[src/rtl/tile_line_fetcher.sv]
// -----------------------------------------------------------------------------
// tile_line_fetcher
//
// Background read engine for the tile/sprite display memories. A line_start
// command renders one 640-pixel scanline. For each of the 40 tiles on the line,
// the engine reads a tile index from the tile buffer and the tile's 16-pixel row
// word from tile graphics. It then reads the palette once per pixel. Each
// resulting 24-bit RGB pixel is streamed over a valid/ready handshake.
//
// Ports
//   clk                  system clock
//   reset                synchronous active-high reset
//   line_start, line_y   one-cycle render request and its scanline number (0..479)
//   busy                 high while a line is being rendered
//   line_done            one-cycle pulse after the final pixel handshake
//   addr_/data_tile_buffer     tile buffer read port (1-cycle latency)
//   addr_/data_tile_graphics   tile graphics read port (1-cycle latency)
//   addr_/data_color_palettes  palette read port (1-cycle latency)
//   pix_valid, pix_ready, pix_rgb  pixel stream to the downstream consumer
// -----------------------------------------------------------------------------
module tile_line_fetcher (
    input  logic        clk,
    input  logic        reset,
    input  logic        line_start,
    input  logic [8:0]  line_y,
    output logic        busy,
    output logic        line_done,
    output logic [8:0]  addr_tile_buffer,
    input  logic [31:0] data_tile_buffer,
    output logic [10:0] addr_tile_graphics,
    input  logic [31:0] data_tile_graphics,
    output logic [2:0]  addr_color_palettes,
    input  logic [23:0] data_color_palettes,
    output logic        pix_valid,
    input  logic        pix_ready,
    output logic [23:0] pix_rgb
);

    typedef enum logic [2:0] {
        IDLE,
        TB_RD,
        TG_RD,
        ROW_LAT,
        PAL_RD,
        PIX_OUT
    } state_t;

    state_t      state;
    state_t      state_next;

    logic [8:0]  y_q;          // scanline being rendered
    logic [5:0]  col;          // tile column 0..39
    logic [3:0]  px;           // pixel within the tile row 0..15
    logic        idx_hi;       // bit 7 of the tile index selects the palette half
    logic [31:0] row_word;     // 16 pixels x 2 bits for the current tile row
    logic        line_done_q;

    logic        start_ok;
    logic        handshake;
    logic        last_pixel;
    logic [8:0]  tb_word;
    logic [7:0]  tile_idx;
    logic [1:0]  pal_px;

    assign start_ok   = (state == IDLE) && line_start && (line_y < 9'd480);
    assign handshake  = (state == PIX_OUT) && pix_ready;
    assign last_pixel = (px == 4'd15) && (col == 6'd39);

    // Ten words per tile row; the largest address (row 29, word 9) is 299.
    assign tb_word  = ({4'b0, y_q[8:4]} * 9'd10) + {5'b0, col[5:2]};

    // Tile buffer data is valid in TG_RD; col is unchanged since TB_RD.
    assign tile_idx = data_tile_buffer[{col[1:0], 3'b000} +: 8];
    assign pal_px   = row_word[{px, 1'b0} +: 2];

    // -------------------------------------------------------------------------
    // State register
    // -------------------------------------------------------------------------
    // NOTE: every clocked register uses non-blocking assignments so all flops
    // sample the values from before the edge, independent of statement order.
    always_ff @(posedge clk) begin
        if (reset) begin
            state <= IDLE;
        end else begin
            state <= state_next;
        end
    end

    // -------------------------------------------------------------------------
    // Next-state logic
    // -------------------------------------------------------------------------
    // NOTE: state_next gets a default before the case, so no path leaves it
    // unassigned and no latch is inferred.
    always_comb begin
        state_next = state;
        case (state)
            IDLE:    if (start_ok) state_next = TB_RD;
            TB_RD:   state_next = TG_RD;
            TG_RD:   state_next = ROW_LAT;
            ROW_LAT: state_next = PAL_RD;
            PAL_RD:  state_next = PIX_OUT;
            PIX_OUT: begin
                if (pix_ready) begin
                    if (px != 4'd15)        state_next = PAL_RD;
                    else if (col != 6'd39)  state_next = TB_RD;
                    else                    state_next = IDLE;
                end
            end
            default: state_next = IDLE;
        endcase
    end

    // -------------------------------------------------------------------------
    // Datapath registers
    // -------------------------------------------------------------------------
    always_ff @(posedge clk) begin
        if (reset) begin
            y_q         <= '0;
            col         <= '0;
            px          <= '0;
            idx_hi      <= 1'b0;
            row_word    <= '0;
            line_done_q <= 1'b0;
        end else begin
            line_done_q <= handshake && last_pixel;
            case (state)
                IDLE: begin
                    if (start_ok) begin
                        y_q <= line_y;
                        col <= '0;
                    end
                end
                TG_RD:   idx_hi <= tile_idx[7];
                ROW_LAT: begin
                    row_word <= data_tile_graphics;
                    px       <= '0;
                end
                PIX_OUT: begin
                    if (pix_ready) begin
                        if (px != 4'd15) begin
                            px <= px + 4'd1;
                        end else if (col != 6'd39) begin
                            col <= col + 6'd1;
                        end
                    end
                end
                default: ;
            endcase
        end
    end

    // -------------------------------------------------------------------------
    // Outputs: each address is driven only in the state that owns the read,
    // and is zero otherwise. In PIX_OUT the palette address is held, so the
    // palette keeps returning the same pixel while the consumer stalls.
    // -------------------------------------------------------------------------
    always_comb begin
        addr_tile_buffer    = '0;
        addr_tile_graphics  = '0;
        addr_color_palettes = '0;
        pix_valid           = 1'b0;
        pix_rgb             = '0;
        case (state)
            TB_RD:   addr_tile_buffer   = tb_word;
            TG_RD:   addr_tile_graphics = {tile_idx[6:0], y_q[3:0]};
            PAL_RD:  addr_color_palettes = {idx_hi, pal_px};
            PIX_OUT: begin
                addr_color_palettes = {idx_hi, pal_px};
                pix_valid           = 1'b1;
                pix_rgb             = data_color_palettes;
            end
            default: ;
        endcase
    end

    assign busy      = (state != IDLE);
    assign line_done = line_done_q;

endmodule

[config.mk]
export PLATFORM = sky130hd
export DESIGN_NAME = tile_line_fetcher
export DESIGN_NICKNAME = d
export VERILOG_FILES = /design/src/rtl/tile_line_fetcher.sv
export SDC_FILE = /design/constraint.sdc
export NUM_CORES = 1
export LEC_CHECK = 0
export CORE_UTILIZATION = 45
export DETAILED_ROUTE_END_ITERATION = 16
export PLACE_DENSITY = 0.95
export SLEW_MARGIN = 40
export SYNTH_ARGS = -nofsm -noshare
export SYNTH_HDL_FRONTEND = slang
export SYNTH_SLANG_ARGS = --single-unit
export TNS_END_PERCENT = 5
[constraint.sdc]
create_clock -name clk -period 4 [get_ports clk]
set_input_delay 0.6 -clock clk [delete_from_list [all_inputs] [get_ports clk]]
set_output_delay 0.6 -clock clk [all_outputs]
set_load 0.01 [all_outputs]
==> results of run 1 <==
## final timing paths
| check | to | slack [ns] | cells past startpoint |
|---|---|---|---|
| worst min-delay path | row_word[16] | 0.46 | 2 |
| worst max register to register | col[3] | 1.83 | 6 |
| worst max-delay path | addr_tile_buffer[7] | 0.38 | 9 |
| worst min register to register | row_word[16] | 0.46 | 2 |
## state kept, by name, indices dropped and copies added, names as in the netlist
| name | cells |
|---|---|
| y_q | 9 |
| line_done | 1 |
| idx_hi | 1 |
| px | 4 |
| state | 3 |
| col | 6 |
| row_word | 32 |
## kinds of logic (layout without fill, tap and decap cells)
logic type / count (synthesis) / after routing / synth area share, %
multiplexers: 32 / 32 / 14.3
buffers and inverters: 39 / 173 / 5.26
flip-flops: 56 / 56 / 33.7
AND/OR/NAND/NOR: 189 / 189 / 28.1
adder cells (fa/ha/maj): 13 / 13 / 5.33
XOR/XNOR: 10 / 10 / 2.63
AO/OA/AOI/OAI: 60 / 60 / 10.7
## report_power, final
part	internal, W	total, W	leakage (nW)	switching [W]
sequential	0.000590	0.000624	0.453	0.0000336
combinational	0.000215	0.000386	1.38	0.000170
clock	0.000122	0.000299	0.0479	0.000177
total	0.000928	0.00131	1.89	0.000381
## worst max-delay path, stage by stage, from the launching register on
cell and delay [ns]:
dfxtp_1 0.36, ha_1 0.29, ha_1 0.17, inv_1 0.06
fa_1 0.40, xnor2_1 0.30, nand2b_1 0.11, or3_1 0.31
mux2i_1 0.16, clkdlybuf4s50_1 0.56
## routing by layer
| layer | up-vias | part of all wire (%) | wire, um | GRT usage [%] |
|---|---|---|---|---|
| li1 | 1636 | - | - | - |
| met1 | 1568 | 37 | 3690 | 27.5 |
| met2 | 150 | 51 | 5070 | 46.7 |
| met3 | 38 | 7.8 | 780 | 7.07 |
| met4 | 0 | 4.2 | 421 | 14.2 |
| met5 | - | 0 | 0 | 0 |
## cell type report
class	instances	area, um2
timing repair buffer	155	1540
multi-input combinational	304	2040
clock buffer	5	68.8
fill	522	2040
sequential	56	1120
tap	96	120
clock inverter	3	18.8
inverter	10	37.5
## per-stage QoR
stage | hold WS (ns) | cell area [um2]
2_1_floorplan | 0.432 | 3330
3_3_place_gp | 0.440 | 4830
3_5_place_dp | 0.448 | 4860
4_1_cts | 0.463 | 4940
5_1_grt | 0.481 | 4950
6_report | 0.460 | 4950
## placed cells by master, fill, tap and decap left out, types with 7 or more instances in the layout
master / instances
mux2i_1: 18
nor2b_1: 9
dfxtp_1: 56
nor2_1: 30
o21ai_0: 7
a21oi_1: 39
mux4_2: 12
inv_1: 10
and2_1: 14
and3_1: 28
xnor2_1: 9
clkdlybuf4s50_1: 149
nor3_1: 7
ha_1: 11
nand2_1: 76
==> results.md, run 1 <==
Setup path:
- The worst setup path is launched from a register.
- Data on the critical path arrives at its endpoint at 3.02 ns.
- Of all nets on the critical path, the largest fanout is 4.
- In this run the worst setup path begins at y_q[5].
- Data on the critical path is required at its endpoint by 3.40 ns.
- The endpoint type of the worst setup path is a primary output.
- The type of the worst setup path is register to primary output.
- The startpoint identified for the worst register-to-register timing path is px[1].

Synthesis:
- The total number of yosys warnings is 0.
- Sequential cells were found to cover 33.7% of the synthesized design area.
- By count the netlist is led by nand2_1, dfxtp_1, a21oi_1, nor2_1, and3_1.
- When the netlist entered floorplanning its net count stood at 513.
- The synthesized instance count is 399.
- The distinct cell type count after synthesis is 44.
- The synthesized area divided by synthesized cell count is 8.35 um2.
- Summed over all instances, the cell type with the most area after synthesis is dfxtp_1.
- Counting flops with an async set or reset pin after synthesis yields a share of 0%.
- Yosys mapped a number of flops with a built-in enable equal to 0.
- Ranked by total cell area, the synthesized netlist is headed by dfxtp_1, nand2_1, mux4_2.
- The share of synthesized area in the top cell type comes to 33.7%.
- The flip-flop and latch count after synthesis is 56.
- The library cell with the highest instance count after synthesis is nand2_1.
- The netlist area before placement is 3330 um2.
- The flip-flop cell with the highest count after synthesis is dfxtp_1.

Floorplanning:
- The overall die width is 88.0 um.
- The I/O pin total is 151.
- The floorplan die area is 7750 um2.
- The die outline height is 88.0 um.
- The floorplan core area is 6980 um2.
- Row generation in the floorplan step produced 30 rows.
- For this configuration, the core starts out at a cell density of 47.7%.

Final layout:
- The fraction of the core area covered by cells at the end of the flow is 70.8%.
- The number of diodes is 0.
- The non-filler instance count after layout is 629.
- The post-synthesis to final-layout area growth is 48.5%.
- The layout cell share with drive strength beyond 1 is 6.38%.
- At the end of the flow, the number of nets in the layout was 646.

Detailed routing:
- The number of violations reported at the end of detailed-routing iteration 0 is 170.
- In the routed design, unresolved DRC markers number 0.
- Before antenna repair, the detailed router went through 4 iterations.
- The total vias in the final route is 3392.
- The count of nets left with antenna violations once routing finished came out at 0.
- After detailed routing, the number of vias per cell comes to 5.39.
- The final layout contains routed wiring with a total length of 9960 um.
- Dividing the detail-routed wire length by the instance count gives 15.8 um.

Clock network:
- The number of hold buffers added after CTS was 0.
- The buffer count from post-CTS setup fixing is 0.
- Clock-pin slew was measured on the worst setup and hold paths at 0.10 ns.
- TritonCTS built the clock tree.
- Clock tree synthesis inserted a total of 5 buffers.
- The library cell used as clock root buffer is clkbuf_8.
- Once the clock tree was built, the resizer swapped 0 gates to a different size.
- The tree built by TritonCTS fans out to 56 sinks.
- The clock insertion delay at the later pin of the skew report is 0.31 ns.
- The maximum clock path buffer count is 2.
- The number of levels the H-tree was split into is 2.

Outcome:
- The flow ran to the end, and the final reports show no timing, DRC or antenna violations.

Timing:
- The relative slew slack is 51.3%.
- On the final layout, the worst clock skew is 0.0130 ns.
- The hold violation total from the final report is 0.
- Setup total negative slack on the finished layout was measured at 0 ns.
- The clock period could shrink to 3.62 ns.
- The final setup violation count is 0.
- The count of pins over their slew limit is 0.
- For the pin with the worst max-slew slack, the measured transition is 0.729 ns.
- The worst path setup slack after routing is 0.384 ns.
- The final period utilization is 90.4%.
- The maximum achievable frequency is 0.277 GHz.
- Setup repair after global routing left no endpoint under its margin.

Power and ir drop:
- The leakage power summed over all cells is 1.89 nW.
- The largest vdd supply drop is 0.000171 V.
- Dividing total power by cell area gives a power density of 265 nW/um2.
- The total design power is 0.00131 W.

Placement:
- The detailed placer's ending HPWL is 7650 um.
- Before CTS, the worst setup slack after placement is 0.711 ns.
- The quantity of I/O buffers inserted on ports is 150.
- In this run, placement finished with an instance count of 621.
- The routability congestion estimate from global placement is 0.795.

Worst hold path:
- The critical hold path startpoint is row_word[16].
- The worst min-delay path class is register to register.

GRT:
- Global routing used 26.0% of the available tracks across all layers.
- Entering global routing, the biggest net connects 51 pins.
- The number of antenna violations at the first check in global routing was 0.
- The first-pass GRT wire length is 15600 um.
- The via count of the first global-routing pass is 3325.
- The total overflow left after global routing is 0.

Run:
- Across the run, the number of max-cap violations was 0.
Note: power is estimated with default switching activity, not from simulation.
==> inputs of run 2 (changes only) <==
CORE_MARGIN = 3   (was not set)
==> run 2 against run 1 <==
Net effect:
- sequential power about the same
- sequential share of layout area about the same
- worst setup slack worse by 0.029 ns
- first-iteration DRC count up 15%
- routed wire length up 0.87%
- combinational power about the same
- global-route usage down 2.4 points
- register-to-register slack worse by 0.09 ns
- largest cell class unchanged
- largest power group unchanged
- highest routed layer unchanged
==> results.md, run 2 (synthesis results as in run 1) <==
Setup path:
- The critical path is of the register to primary output type.
- The worst endpoint data arrival time is 3.05 ns (+0.03 ns).
- In this design, the largest share of critical-path delay is due to adder cells.
- The biggest fanout along the worst timing path is 4 (unchanged).
- The buffers plus inverters on the worst setup path is 2 (unchanged).
- The cell with the biggest individual delay on the critical path is clkdlybuf4s50_1.
- The startpoint type of the worst setup path is a register.
- The critical path goes through ha_1 > ha_1 > inv_1 > fa_1 > xnor2_1 > nand2b_1 > or3_1 > mux2i_1 > clkdlybuf4s50_1.
- The data required time at the worst endpoint is 3.40 ns (about the same).
- The endpoint type of the worst setup path is a primary output.
- The highest cell delay on the worst timing path is 0.56 ns (about the same).
- By instance count, the cell type seen most on the critical path is ha_1.

Clock network:
- The clock insertion delay at the later pin of the skew report is 0.32 ns (about the same).
- The cell sitting at the root of the clock tree is a clkbuf_8.
- The number of clock sinks seen by CTS is 56 (unchanged).
- The clock transition at the register clock pins on the worst setup and hold paths after CTS came to 0.10 ns (about the same).
- The CTS buffer count came to 5 (unchanged).
- The number of resized instances in the post-cts repair step is 0 (unchanged).
- The buffer count from post-CTS setup fixing was 0 (unchanged).
- The count of hold buffers inserted by post-cts repair is 0 (unchanged).
- The number of levels the H-tree was split into is 2 (unchanged).
- TritonCTS built the clock tree.
- The maximum clock path buffer count is 2 (unchanged).

Worst hold path:
- The worst hold path belongs to the class register to register.

Timing:
- The final critical-path required period is 3.65 ns (+0.0292 ns).
- The maximum achievable frequency is 0.274 GHz (-0.80%).
- The slew of the pin with the lowest slew margin was 0.716 ns (-0.0128 ns).
- The final total negative setup slack is 0 ns (unchanged).
- The count of pins over their slew limit is 0 (unchanged).
- The final setup violation count is 0 (unchanged).
- The worst path setup slack after routing is 0.354 ns (-0.0292 ns).
- Setup repair after global routing left no endpoint under its margin.
- The hold violation total from the final report is 0 (unchanged).
- The final period utilization is 91.1% (+0.73 points).
- The relative slew slack came to 52.2% (+0.85 points).
- The clock skew is 0.00894 ns (-0.00402 ns).

Floorplanning:
- The placement row count was 30 (unchanged).
- The floorplan die area was 8470 um2 (+9.3%).
- The initial standard-cell utilization of the core is 47.7% (unchanged).
- The I/O pin total was 151 (unchanged).
- The overall die width is 92.0 um (+4.5%).
- The die outline height is 92.0 um (+4.5%).
- The floorplan core area is 6980 um2 (unchanged).

Detailed routing:
- The average routed wire per standard cell was 16.0 um (+0.87%).
- The wire length reported by the detailed router came to 10000 um (+0.87%).
- The number of routed nets with antenna violations is 0 (unchanged).
- The total vias in the final route is 3434 (+1.2%).
- The post-detailed-route DRC marker count is 0 (unchanged).
- The number of vias per cell is 5.46 (+1.2%).
- The number of violations reported at the end of detailed-routing iteration 0 is 196 (+15%).
- The iteration count of the initial detailed-routing pass is 4 (unchanged).

Placement:
- The minimum setup slack after placement came to 0.721 ns (+0.0106 ns).
- The total cell area at the placement stage was 4850 um2 (-0.15%).
- The quantity of I/O buffers inserted on ports is 150 (unchanged).
- The routability congestion estimate from global placement is 0.881 (+11%).
- The detailed placer's ending HPWL came to 7930 um (+3.7%).

Final layout:
- The layout cell share with drive strength beyond 1 was 6.38% (unchanged).
- The post-synthesis to final-layout area growth came to 48.5% (about the same).
- In the layout the commonest cells are clkdlybuf4s50_1, nand2_1, dfxtp_1.
- The register bank with the most flops is row_word.
- The library cell used most frequently in the layout, excluding fill and tap cells, is clkdlybuf4s50_1.
- The largest registers in the layout are row_word x32, y_q x9, col x6.
- The number of flip-flops in the largest register came to 32 (unchanged).
- The number of diodes is 0 (unchanged).
- The number of nets in the finished design is 646 (unchanged).
- The final instance area came to 4940 um2 (about the same).

GRT:
- The number of antenna violations at the first check in global routing is 0 (unchanged).
- The total global routing overflow is 0 (unchanged).
- The via count of the first global-routing pass came to 3416 (+2.7%).
- The total routing usage reported by global routing was 23.6% (-2.4 points).
- The first-pass GRT wire length is 16300 um (+4.1%).
- The pin count of the biggest net entering global routing was 35 (-31%).

Power and ir drop:
- The leakage power summed over all cells is 1.88 nW (-0.29%).
- The cell area power density is 271 nW/um2 (+2.5%).
- The largest vdd supply drop is 0.000161 V (-5.9%).

Outcome:
- The flow ran to the end, and the final reports show no timing, DRC or antenna violations.

Run:
- The number of maximum-capacitance violations came to 0 (unchanged).
==> run 2: per-stage QoR <==
step	hold WS, ns	utilization [%]	total power (W)	cells
3_5_place_dp	0.447	69.4	0.00102	621
5_1_grt	0.489	70.8	0.00141	629
2_1_floorplan	0.432	-	0.000836	399
3_3_place_gp	0.441	69.4	0.000999	621
4_1_cts	0.463	70.8	0.00134	629
6_report	0.461	70.8	0.00134	629
==> run 2: power breakdown <==
part           internal [W]  leakage [nW]  switching, W  total [W]
registers          0.000590         0.453     0.0000337   0.000624
logic              0.000213          1.38      0.000171   0.000385
clock network      0.000129        0.0463      0.000203   0.000332
==> run 2: final cells by class <==
cell class	count	area, um2
sequential	56	1120
clock buffer	5	68.8
timing repair buffer	155	1530
clock inverter	3	27.5
multi-input combinational	304	2040
inverter	10	37.5
tap	96	120
fill	552	2040
==> run 2: worst min-delay path: cells and delay by family, from the launching register on <==
family / cells / cell delay [ns]
AO/OA/AOI/OAI: 1 / 0.05
flip-flops: 1 / 0.32
AND/OR/NAND/NOR: 1 / 0.05
==> run 2: worst paths after layout <==
| kind | slack (ns) | from | end | depth (start not counted) |
|---|---|---|---|---|
| hold / removal | 0.46 | row_word[9] | row_word[9] | 2 |
| setup / recovery | 0.35 | y_q[5] | addr_tile_buffer[7] | 9 |
| setup reg to reg | 1.74 | px[1] | col[3] | 5 |
| hold reg to reg | 0.46 | row_word[9] | row_word[9] | 2 |
==> run 2: per-layer routing <==
layer	up-vias	share of wire (%)	track usage [%]	wire length, um
met4	0	3.0	9.28	297
li1	1645	-	-	-
met5	-	0	0	0
met1	1626	38	26.1	3780
met2	143	53	44.2	5280
met3	20	6.8	4.27	684
==> inputs of run 3 (changes only) <==
CORE_UTILIZATION = 42   (was 45)
CTS_CLUSTER_SIZE = 8   (was not set)
PLACE_DENSITY = 0.91   (was 0.95)
REMOVE_ABC_BUFFERS = 1   (was not set)
clock period = 3.7 ns   (was 4 ns; I/O delays follow)
==> run 3 against run 2 <==
Net effect:
- core utilization is 4.7 points lower
- clock power about the same
- sequential share of layout area about the same
- count of clock-buffer cells in the layout rose by 1
- hold slack lost 0.0020 ns
- design area is 0.13% higher
- via count fell by 3.8%
- total power increased by 5.9%
- final cell count is 0.48% higher
- critical path type unchanged
- largest cell class unchanged
==> results.md, run 3 (synthesis results as in run 1) <==
Power and ir drop:
- The cell area power density was 287 nW/um2 (+5.7%).
- The leakage power summed over all cells is 1.88 nW (+0.22%).
- The largest vdd supply drop came to 0.000226 V (+41%).

Setup path:
- The worst endpoint data arrival time is 2.94 ns (-0.11 ns).
- The data required time at the worst endpoint was 3.14 ns (-0.26 ns).
- The endpoint type of the worst setup path is a primary output.
- The type of the worst setup path is register to primary output.
- The worst setup path is launched from a register.
- The biggest fanout along the worst timing path was 4 (unchanged).

Clock network:
- The library cell used as clock root buffer is clkbuf_8.
- The clock insertion delay at the later pin of the skew report is 0.31 ns (about the same).
- The CTS tree is done.
- The buffer count from post-CTS setup fixing is 0 (unchanged).
- The clock transition at the register clock pins on the worst setup and hold paths after CTS is 0.10 ns (about the same).
- The maximum clock path buffer count was 2 (unchanged).
- The number of clock sinks seen by CTS is 56 (unchanged).
- The CTS buffer count was 5 (unchanged).
- The number of levels the H-tree was split into is 2 (unchanged).

GRT:
- The via count of the first global-routing pass is 3106 (-9.1%).
- The first-pass GRT wire length is 14300 um (-12%).
- The total routing usage reported by global routing is 20.0% (-3.6 points).
- The total global routing overflow is 0 (unchanged).
- The pin count of the biggest net entering global routing is 40 (+14%).
- The number of antenna violations at the first check in global routing is 0 (unchanged).

Detailed routing:
- The post-detailed-route DRC marker count is 0 (unchanged).
- The average routed wire per standard cell is 14.6 um (-8.4%).
- The total vias in the final route came to 3303 (-3.8%).
- The wire length reported by the detailed router is 9250 um (-7.9%).
- The number of vias per cell is 5.23 (-4.3%).
- The number of routed nets with antenna violations was 0 (unchanged).
- The number of violations reported at the end of detailed-routing iteration 0 came to 160 (-18%).
- The iteration count of the initial detailed-routing pass is 4 (unchanged).

Worst hold path:
- The tightest min-delay check is of the register to register type.

Final layout:
- The register with the most flip-flops in the final layout is row_word.
- The largest registers in the layout are row_word x32, y_q x9, col x6.
- The number of flip-flops in the largest register is 32 (unchanged).
- Leaving out fill and tap cells, the most frequent cell in the layout is clkdlybuf4s50_1.
- The layout cell share with drive strength beyond 1 is 6.57% (+0.19 points).
- The number of diodes is 0 (unchanged).
- The final instance area came to 4950 um2 (+0.13%).
- The non-filler instance count after layout is 632 (+0.48%).
- The number of nets in the finished design is 646 (unchanged).
- The post-synthesis to final-layout area growth is 48.6%.
- The library cells used most frequently in the layout, excluding fill and tap cells, are clkdlybuf4s50_1, nand2_1, dfxtp_1.

Timing:
- The post-route worst hold slack is 0.459 ns (-0.00197 ns).
- Setup repair after global routing left no endpoint under its margin.
- Static timing analysis puts the maximum clock frequency at 0.286 GHz.
- The clock skew came to 0.00962 ns (+0.000681 ns).
- The final period utilization is 94.4%.
- The worst path setup slack after routing came to 0.206 ns (-0.148 ns).
- The final setup violation count was 0 (unchanged).
- The hold violation total from the final report is 0 (unchanged).
- The final critical-path required period is 3.49 ns.
- The relative slew slack is 55.3% (+3.1 points).
- The count of pins over their slew limit came to 0 (unchanged).
- The final total negative setup slack is 0 ns (unchanged).
- The slew of the pin with the lowest slew margin is 0.670 ns (-0.0464 ns).

Placement:
- The minimum setup slack after placement is 0.491 ns (-0.231 ns).
- The number of placed instances with taps included is 624 (+0.48%).
- The detailed placer's ending HPWL is 7300 um (-7.9%).
- The routability congestion estimate from global placement is 0.857 (-2.7%).
- The total cell area at the placement stage is 4850 um2 (about the same).
- The quantity of I/O buffers inserted on ports is 150 (unchanged).

Floorplanning:
- The placement row count is 31 (+3.3%).
- The initial standard-cell utilization of the core is 44.5% (-3.2 points).
- The floorplan core area was 7490 um2 (+7.2%).
- The overall die width is 95.1 um (+3.3%).
- The floorplan die area came to 9030 um2 (+6.7%).
- The die outline height is 95.1 um (+3.3%).
- The I/O pin total is 151 (unchanged).

Run:
- The number of maximum-capacitance violations was 0 (unchanged).

Outcome:
- The flow ran to the end, and the final reports show no timing, DRC or antenna violations.
## run 3: cell types whose count changed in the layout (fill, tap and decap cells not counted), sizes merged
cell	change
buf	-1
inv	-1
clkbuf	+2
## run 3: layer usage
layer | global-route usage, % | wire (um)
met2 | 36.1 | 4800
met4 | 3.85 | 115
met5 | 0 | 0
met3 | 5.60 | 676
met1 | 23.7 | 3660
## run 3: final timing paths
kind                             startpoint                  end  slack [ns]  cells past startpoint
worst max-delay path                 y_q[5]  addr_tile_buffer[8]        0.21                      8
worst min-delay path            row_word[3]          row_word[3]        0.46                      2
worst max register to register        px[0]               col[4]        1.54                      5
worst min register to register  row_word[3]          row_word[3]        0.46                      2
## run 3: repair_timing
action,4_1_cts,5_1_grt
gates resized for setup,0,1
endpoints found under the setup margin,0,1
hold buffers,0,0
## run 3: power breakdown
part	total (W)	internal (W)	switching (W)
Sequential	0.000664	0.000638	0.0000258
Clock	0.000333	0.000135	0.000198
Combinational	0.000422	0.000232	0.000190
Total	0.00142	0.00100	0.000414
## run 3: cell type report
| class | instances | area (um2) |
|---|---|---|
| fill | 616 | 2530 |
| multi-input combinational | 304 | 2050 |
| timing repair buffer | 155 | 1530 |
| sequential | 56 | 1120 |
| tap | 99 | 124 |
| clock buffer | 6 | 72.6 |
| inverter | 10 | 37.5 |
| clock inverter | 2 | 16.3 |
## run 3: metrics by stage
| stage | total power [W] | util, % |
|---|---|---|
| final | 0.00142 | 66.1 |
| after CTS | 0.00143 | 66.0 |
| after detailed placement | 0.00110 | 64.8 |
| after global placement | 0.00108 | 64.8 |
| after floorplan | 0.000876 | - |
| after global routing | 0.00150 | 66.1 |
## run 3: worst max-delay path, stage by stage (launching register included)
cell and delay (ns):
dfxtp_1 0.35, ha_1 0.30, ha_1 0.21, inv_1 0.07, fa_1 0.45, nand3b_1 0.19, o21ai_0 0.29, a41o_1 0.23
clkdlybuf4s50_1 0.53
